$ cat config.mk
export PLATFORM = sky130hd
export DESIGN_NAME = axis_throttler_decim
export DESIGN_NICKNAME = d
export VERILOG_FILES = /design/src/rtl/axis_throttler_decim.sv
export SDC_FILE = /design/constraint.sdc
export NUM_CORES = 1
export LEC_CHECK = 0
export ABC_AREA = 1
export CORE_UTILIZATION = 30
export CTS_CLUSTER_DIAMETER = 30
export DETAILED_ROUTE_END_ITERATION = 8
export PLACE_DENSITY = 0.46
export RECOVER_POWER = 50
export REMOVE_ABC_BUFFERS = 1
export SLEW_MARGIN = 20
export SYNTH_ARGS = -nofsm -noshare
export SYNTH_HDL_FRONTEND = slang
export SYNTH_SLANG_ARGS = --single-unit
$ cat constraint.sdc
create_clock -name aclk -period 3 [get_ports aclk]
set_input_delay 0.6 -clock aclk [delete_from_list [all_inputs] [get_ports aclk]]
set_output_delay 0.6 -clock aclk [all_outputs]
set_load 0.02 [all_outputs]
$ cat src/rtl/axis_throttler_decim.sv
// AXI4-Stream decimator: forwards one accepted beat out of every 2^log_throttle through a registered output stage.
// Optional drop counter output is enabled by defining AXIS_THROTTLER_DROP_CNT_EN.
module axis_throttler_decim #(
  parameter int AXIS_TDATA_WIDTH = 32
) (
  input  logic                        aclk,
  input  logic                        areset,
  input  logic [4:0]                  log_throttle,
  input  logic                        S_AXIS_tvalid,
  output logic                        S_AXIS_tready,
  input  logic [AXIS_TDATA_WIDTH-1:0] S_AXIS_tdata,
  output logic                        M_AXIS_tvalid,
  input  logic                        M_AXIS_tready,
  output logic [AXIS_TDATA_WIDTH-1:0] M_AXIS_tdata
`ifdef AXIS_THROTTLER_DROP_CNT_EN
  ,
  output logic [31:0]                 drop_count
`endif
);

  logic [4:0]                  r_log;
  logic [31:0]                 r_cnt;
  logic                        r_valid;
  logic [AXIS_TDATA_WIDTH-1:0] r_data;

  logic                        w_change;
  logic [4:0]                  w_log;
  logic [31:0]                 w_mask;
  logic [31:0]                 w_cntEff;
  logic [31:0]                 w_cntNext;
  logic                        w_accept;
  logic                        w_fwd;

  // An exponent change restarts the phase, so the beat on that edge is seen at count zero.
  assign w_change  = (r_log != log_throttle);
  assign w_log     = w_change ? log_throttle : r_log;
  assign w_mask    = (32'd1 << w_log) - 32'd1;
  assign w_cntEff  = w_change ? 32'd0 : r_cnt;
  assign w_cntNext = (w_cntEff == w_mask) ? 32'd0 : (w_cntEff + 32'd1);

  assign S_AXIS_tready = !areset && (!r_valid || M_AXIS_tready);
  assign w_accept      = S_AXIS_tvalid && S_AXIS_tready;
  assign w_fwd         = w_accept && (w_cntEff == 32'd0);

  assign M_AXIS_tvalid = r_valid;
  assign M_AXIS_tdata  = r_data;

  always_ff @(posedge aclk or posedge areset) begin
    if (areset) begin
      r_log   <= 5'd0;
      r_cnt   <= 32'd0;
      r_valid <= 1'b0;
      r_data  <= '0;
    end else begin
      r_log <= log_throttle;

      if (w_accept) begin
        r_cnt <= w_cntNext;
      end else if (w_change) begin
        r_cnt <= 32'd0;
      end

      // A load on the same edge as a drain keeps the stage full with the new beat.
      if (w_fwd) begin
        r_valid <= 1'b1;
        r_data  <= S_AXIS_tdata;
      end else if (M_AXIS_tready) begin
        r_valid <= 1'b0;
      end
    end
  end

`ifdef AXIS_THROTTLER_DROP_CNT_EN
  logic [31:0] r_dropCnt;

  always_ff @(posedge aclk or posedge areset) begin
    if (areset) begin
      r_dropCnt <= 32'd0;
    end else if (w_change) begin
      r_dropCnt <= 32'd0;
    end else if (w_accept && !w_fwd && (r_dropCnt != 32'hFFFF_FFFF)) begin
      r_dropCnt <= r_dropCnt + 32'd1;
    end
  end

  assign drop_count = r_dropCnt;
`endif

endmodule

# Word-level counts from Yosys, hierarchy flattened
# Cells that the tools add are included.
# totals
ff_bits	70
word_cells	23
# classes
n_addsub	2
n_eq_ne	2
n_shift	1
n_mux	6
n_reduce_logical	8
# op_table
cell	n
32-bit 2-to-1 mux	3
32-bit by 1-bit adder with 32-bit output (second input constant)	1
32-bit equality test	1
32-bit logical NOT	1
1-bit by 5-bit left shift with 32-bit output (first input constant)	1
32-bit by 1-bit subtractor with 32-bit output (second input constant)	1
5-bit 2-to-1 mux	1
5-bit != test	1
1-bit logical AND	3
1-bit logical NOT	2
1-bit 2-to-1 mux	2
2-bit nonzero test	1
1-bit logical OR	1

# Logic depth before layout (Yosys ltp)
# depth
ltp_word	7
depth_mapped	22
ltp_nobuf	19

# Least setup slack after synthesis
# Ideal clock, no wire load.
# synth_path
path_kind	input to register
start	in log_throttle[2]
end	reg r_cnt[24]
setup_ns	0.113
arrival_time_ns	2.610
required_time_ns	2.887
path_slack_ns	0.277
stages	20
path_cell_list	buf_4 -> inv_2 -> nand2_2 -> nand2_2 -> nor2_4 -> nand3_4 -> buf_8 -> nor2_4 -> ha_1 -> nand2_1 -> inv_1 -> nand3_1 -> nor2_4 -> nand4_4 -> nor2_2 -> nand2_1 -> xor2_1 -> clkinv_1 -> nand2_1 -> inv_1
# synth_via
elab_chain_cells	7
word_cells_on_any_way	9
classes_between	add/sub: 2; eq/ne: 2; shift: 1; mux: 4
# synth_rtl
item	line_no	source
start, declared	8	input logic [4:0] log_throttle,
5-bit != test	35	assign w_change = (r_log != log_throttle);
5-bit 2-to-1 mux	36	assign w_log = w_change ? log_throttle : r_log;
1-bit by 5-bit left shift with 32-bit output	37	assign w_mask = (32'd1 << w_log) - 32'd1;
32-bit by 1-bit subtractor with 32-bit output	37	
32-bit equality test	39	assign w_cntNext = (w_cntEff == w_mask) ? 32'd0 : (w_cntEff + 32'd1);
32-bit 2-to-1 mux	39	
32-bit 2-to-1 mux (*)	57	if (w_accept) begin
end signal, assigned	58	r_cnt <= w_cntNext;
end, declared	22	logic [31:0] r_cnt;
# Mark *: on every way between the ends. The rest lies on a longest branch, timed or not.
# A chain may end at the register's enable or synchronous reset.

# Worst setup path in the final report
# layout_path
start	in log_throttle[4]
end	reg r_data[2] (netlist: M_AXIS_tdata[2])
# layout_via
elab_chain_cells	4
# layout_rtl
item	line_no	source
5-bit != test	35	
32-bit 2-to-1 mux	-	
32-bit logical NOT	43	assign w_fwd = w_accept && (w_cntEff == 32'd0);
1-bit logical AND	43	
end signal, assigned	66	r_data <= S_AXIS_tdata;
end, declared	24	logic [AXIS_TDATA_WIDTH-1:0] r_data;
# No other way between the ends.

==> impl_summary.log <==
INFO  metric cellPowerDensity = 361 mW/mm²
INFO  metric antenna_cells_inserted = 0
INFO  metric cp.arrival = 3.00 ns
INFO  metric gr-total-overflow = 0
INFO  metric cp_num_cells = 15
INFO  metric final_max_slew_viol_count = 71
INFO  metric gp_routability_congestion = 0.902
INFO  metric clk-insertion-delay-late = 0.35 ns
INFO  metric worst_slew_pin_slew = 1.81 ns
INFO  metric violations = capacitance limit, slew limit
INFO  metric placeableCoreArea = 0.0189 mm²
INFO  metric crit_top_cell = sky130_fd_sc_hd__buf_4
INFO  metric final-hold-violation-count = 0
INFO  metric clk_slew_on_worst_s_h_paths = 0.06 ns
INFO  metric pin_count = 75
INFO  metric num_vias = 6,253
INFO  metric initial_utilization = 30.9%
INFO  metric num-nets-final = 1,198
INFO  metric synth_edf_count = 0
INFO  metric worst_path_max_delay_cell = sky130_fd_sc_hd__bufbuf_16
INFO  metric synth_area = 0.00584 mm²
INFO  metric crit_buf_inv = 6
INFO  metric final.period_utilization = 92.7%
INFO  metric post-synth-top-count-cell = sky130_fd_sc_hd__nand2_1
INFO  metric grt_pass1_wl = 30.4 mm
INFO  metric netlist-cell-type-count = 38
INFO  metric number_of_stages_on_the_worst_hold_path = 2
INFO  metric critical_path.endpoint_type = flip-flop
INFO  metric timing.critical_path.max_delay_family = buffers and inverters
INFO  metric drt.antenna.violating_nets = 0
INFO  metric synthTopCellsByArea = sky130_fd_sc_hd__dfrtp_1 (30%), sky130_fd_sc_hd__nand2_1 (20%), sky130_fd_sc_hd__inv_1 (11%)
INFO  metric synth.yosys.seq_area_share = 30.0%
INFO  metric timing.setup.critical_path_class = in -> reg
INFO  metric hpwlAfterDp = 14.7 mm
INFO  metric synth_top_cell_area_share = 30.0%
INFO  metric run_status = finished, violations left
INFO  metric wl_per_cell = 13.3 µm
INFO  metric clk_skew = 0.0131 ns
INFO  metric yosys.area.top_type = sky130_fd_sc_hd__dfrtp_1
INFO  metric floorplan.die.width = 142 µm
INFO  metric numPortBuffers = 74
INFO  metric cap_viol_max_count = 1
INFO  metric maxSlewHeadroom = -20.4%
INFO  metric grt_use_total = 19.8%
INFO  metric drt_first_pass_iters = 7
INFO  metric clock_sink_count = 70
INFO  metric max-clock-path-buffers = 2
INFO  metric rsz_0062_raised_after_global_routing = no
INFO  metric max_freq = 360 MHz
INFO  metric fin_cells = 1,419
INFO  metric static_power_due_to_leakage = 4.85 nW
INFO  metric floorplan.die.height = 142 µm
INFO  metric number_of_rows_created_at_floorplan = 50
INFO  metric cts.htree.levels = 3
INFO  metric synthesis.instances = 925
INFO  metric postPlaceCellArea = 0.00797 mm²
INFO  metric setup_viol_count_final = 0
INFO  metric cts-buffers-inserted = 9
INFO  metric yosys_most_used_dff = sky130_fd_sc_hd__dfrtp_1
INFO  metric ys_seq_elements = 70
INFO  metric layout.core_utilization = 45.2%
INFO  metric ff_to_ff_path_depth = 13
INFO  metric vdd.ir_drop.worst = 0.000266 V
INFO  metric warnings_from_yosys = 0
INFO  metric dp.cells = 1,394
INFO  metric tritoncts = yes
INFO  metric timing.final.crit_period = 2.78 ns
INFO  metric critPathMaxFanout = 32
INFO  metric postSynthAreaPerCell = 6.31 µm²
INFO  metric first_global_vias = 5,908
INFO  metric pin_count_of_the_biggest_net_entering_global_routing = 71
INFO  metric worst_setup_path_start_kind = input pin
INFO  metric ys_top_cells_by_count = sky130_fd_sc_hd__nand2_1 (309), sky130_fd_sc_hd__inv_1 (174), sky130_fd_sc_hd__nor2_1 (77), sky130_fd_sc_hd__dfrtp_1 (70), sky130_fd_sc_hd__nand3_1 (59)
INFO  metric post-route-cell-area = 0.00855 mm²
INFO  metric drive_gt1_share = 23.6%
INFO  metric finalWirelength = 18.9 mm
INFO  metric min-delay-path-class = reg -> reg
INFO  metric layout-area-overhead-vs-synth = 46.4%
INFO  metric critical_path_required = 3.22 ns
INFO  metric path_cells = dlygate4sd2_1 > buf_4 > xnor2_4 > nand2_2 > nor2_4 > buf_12 > nand2_1 > buf_4 > ha_1 > nand4_1 > nor3_2 > nand4_1 > buf_4 > bufbuf_16 > o21ai_0
INFO  metric antenna_violations_before_repair = 0
INFO  metric floorplan.die_area = 0.0200 mm²
INFO  metric async_reset_ff_share = 100%
INFO  metric cts_root_buf = sky130_fd_sc_hd__clkbuf_16
INFO  metric first_iteration_detailed_routing_drc_count = 311
INFO  metric route.detailed.drc = 0
INFO  metric max_stage_delay = 0.32 ns
INFO  metric avgViaCountPerCell = 4.41
## registers in the layout (all words and copies together), names as in the netlist
name and flops:
M_AXIS_tdata 32, r_log 5, r_cnt 32, M_AXIS_tvalid 1
## cell type report
class	instances	area [µm²]
fill	2000	10300
sequential	70	1750
clock inverter	7	128
clock buffer	9	225
inverter	189	712
timing repair buffer	243	2130
tap	260	325
multi-input combinational	641	3280
## layout by cell type, fill, tap and decap left out, drive strengths merged
cell | synthesis | routed
a21oi | 2 | 2
dlymetal6s2s | 0 | 4
nor2 | 110 | 110
xor2 | 21 | 21
a41oi | 2 | 2
clkdlybuf4s50 | 0 | 57
clkinv | 4 | 6
dfrtp | 70 | 70
nor3 | 14 | 14
bufbuf | 0 | 2
buf | 22 | 165
nand3 | 62 | 62
dlygate4sd2 | 0 | 1
and3 | 1 | 1
nand4 | 47 | 47
nand3b | 1 | 1
nand2 | 320 | 320
ha | 3 | 3
xnor2 | 7 | 7
o2111ai | 1 | 1
o21ai | 41 | 41
dlygate4sd3 | 0 | 12
nor4 | 5 | 5
inv | 185 | 187
bufinv | 0 | 3
or2 | 3 | 3
clkbuf | 3 | 11
o311ai | 1 | 1
## logic make-up (layout without fill, tap and decap cells)
kind of cell               count (synthesis)  after routing  share of synthesized area (%)
and+or+nand+nor                          563            563                           44.9
buffers and inverters                    214            448                           15.6
DFF                                       70             70                           30.0
AOI/OAI and AO/OA                         47             47                           4.29
xor gates and xnor gates                  28             28                           4.52
adders and majority gates                  3              3                          0.643
## worst reg2reg max path: stages (launching register included)
cell,delay [ns]
sky130_fd_sc_hd__dfrtp_1,0.43
sky130_fd_sc_hd__xnor2_4,0.23
sky130_fd_sc_hd__nand2_2,0.09
sky130_fd_sc_hd__nor2_4,0.17
sky130_fd_sc_hd__buf_12,0.18
sky130_fd_sc_hd__nand2_1,0.13
sky130_fd_sc_hd__buf_4,0.16
sky130_fd_sc_hd__ha_1,0.19
sky130_fd_sc_hd__nand4_1,0.11
sky130_fd_sc_hd__nor3_2,0.05
sky130_fd_sc_hd__nand4_1,0.10
sky130_fd_sc_hd__buf_4,0.16
sky130_fd_sc_hd__bufbuf_16,0.32
sky130_fd_sc_hd__o21ai_0,0.09
## per-stage QoR
step           hold WS, ns  power [W]  setup TNS (ns)  worst slack (ns)
2_1_floorplan        0.577    0.00143          -20.35            -0.624
3_3_place_gp         0.464    0.00181          -29.70            -0.528
3_5_place_dp         0.475    0.00180          -27.47            -0.541
4_1_cts              0.489    0.00314               0           0.00369
5_1_grt              0.494    0.00324               0           0.00566
6_report             0.477    0.00309               0             0.220
## report_power, final
group | leakage (nW) | switching, W | internal (W)
Clock | 0.173 | 0.000467 | 0.000826
Combinational | 3.77 | 0.000400 | 0.000331
Sequential | 0.914 | 0.0000424 | 0.00102
Total | 4.85 | 0.000909 | 0.00218
## path summary, 6_finish.rpt
kind                             startpoint          endpoint  slack, ns
min in group asynchronous            areset     M_AXIS_tvalid       1.35
hold / removal             M_AXIS_tdata[11]  M_AXIS_tdata[11]       0.48
hold reg to reg            M_AXIS_tdata[11]  M_AXIS_tdata[11]       0.48
max in group asynchronous            areset         r_cnt[21]       0.57
setup reg to reg                   r_log[4]   M_AXIS_tdata[2]       0.46
setup / recovery            log_throttle[4]   M_AXIS_tdata[2]       0.22
## per-layer routing
layer	GRT usage, %	up-vias	routed length [µm]
li1	-	3293	-
met1	25.9	2761	8750
met2	32.3	178	8660
met3	4.15	21	1220
met4	6.73	0	307
met5	0	-	0
## repair_timing
item                                    4_1_cts  5_1_grt
gates cloned                                  2        0
endpoints found under the setup margin       64       65
buffers inserted                              1        6
pin swaps                                     3       11
hold endpoints to repair                      0        0
hold buffers                                  0        0
gates resized for setup                      17       22
Note: power is estimated with default switching activity, not from simulation.
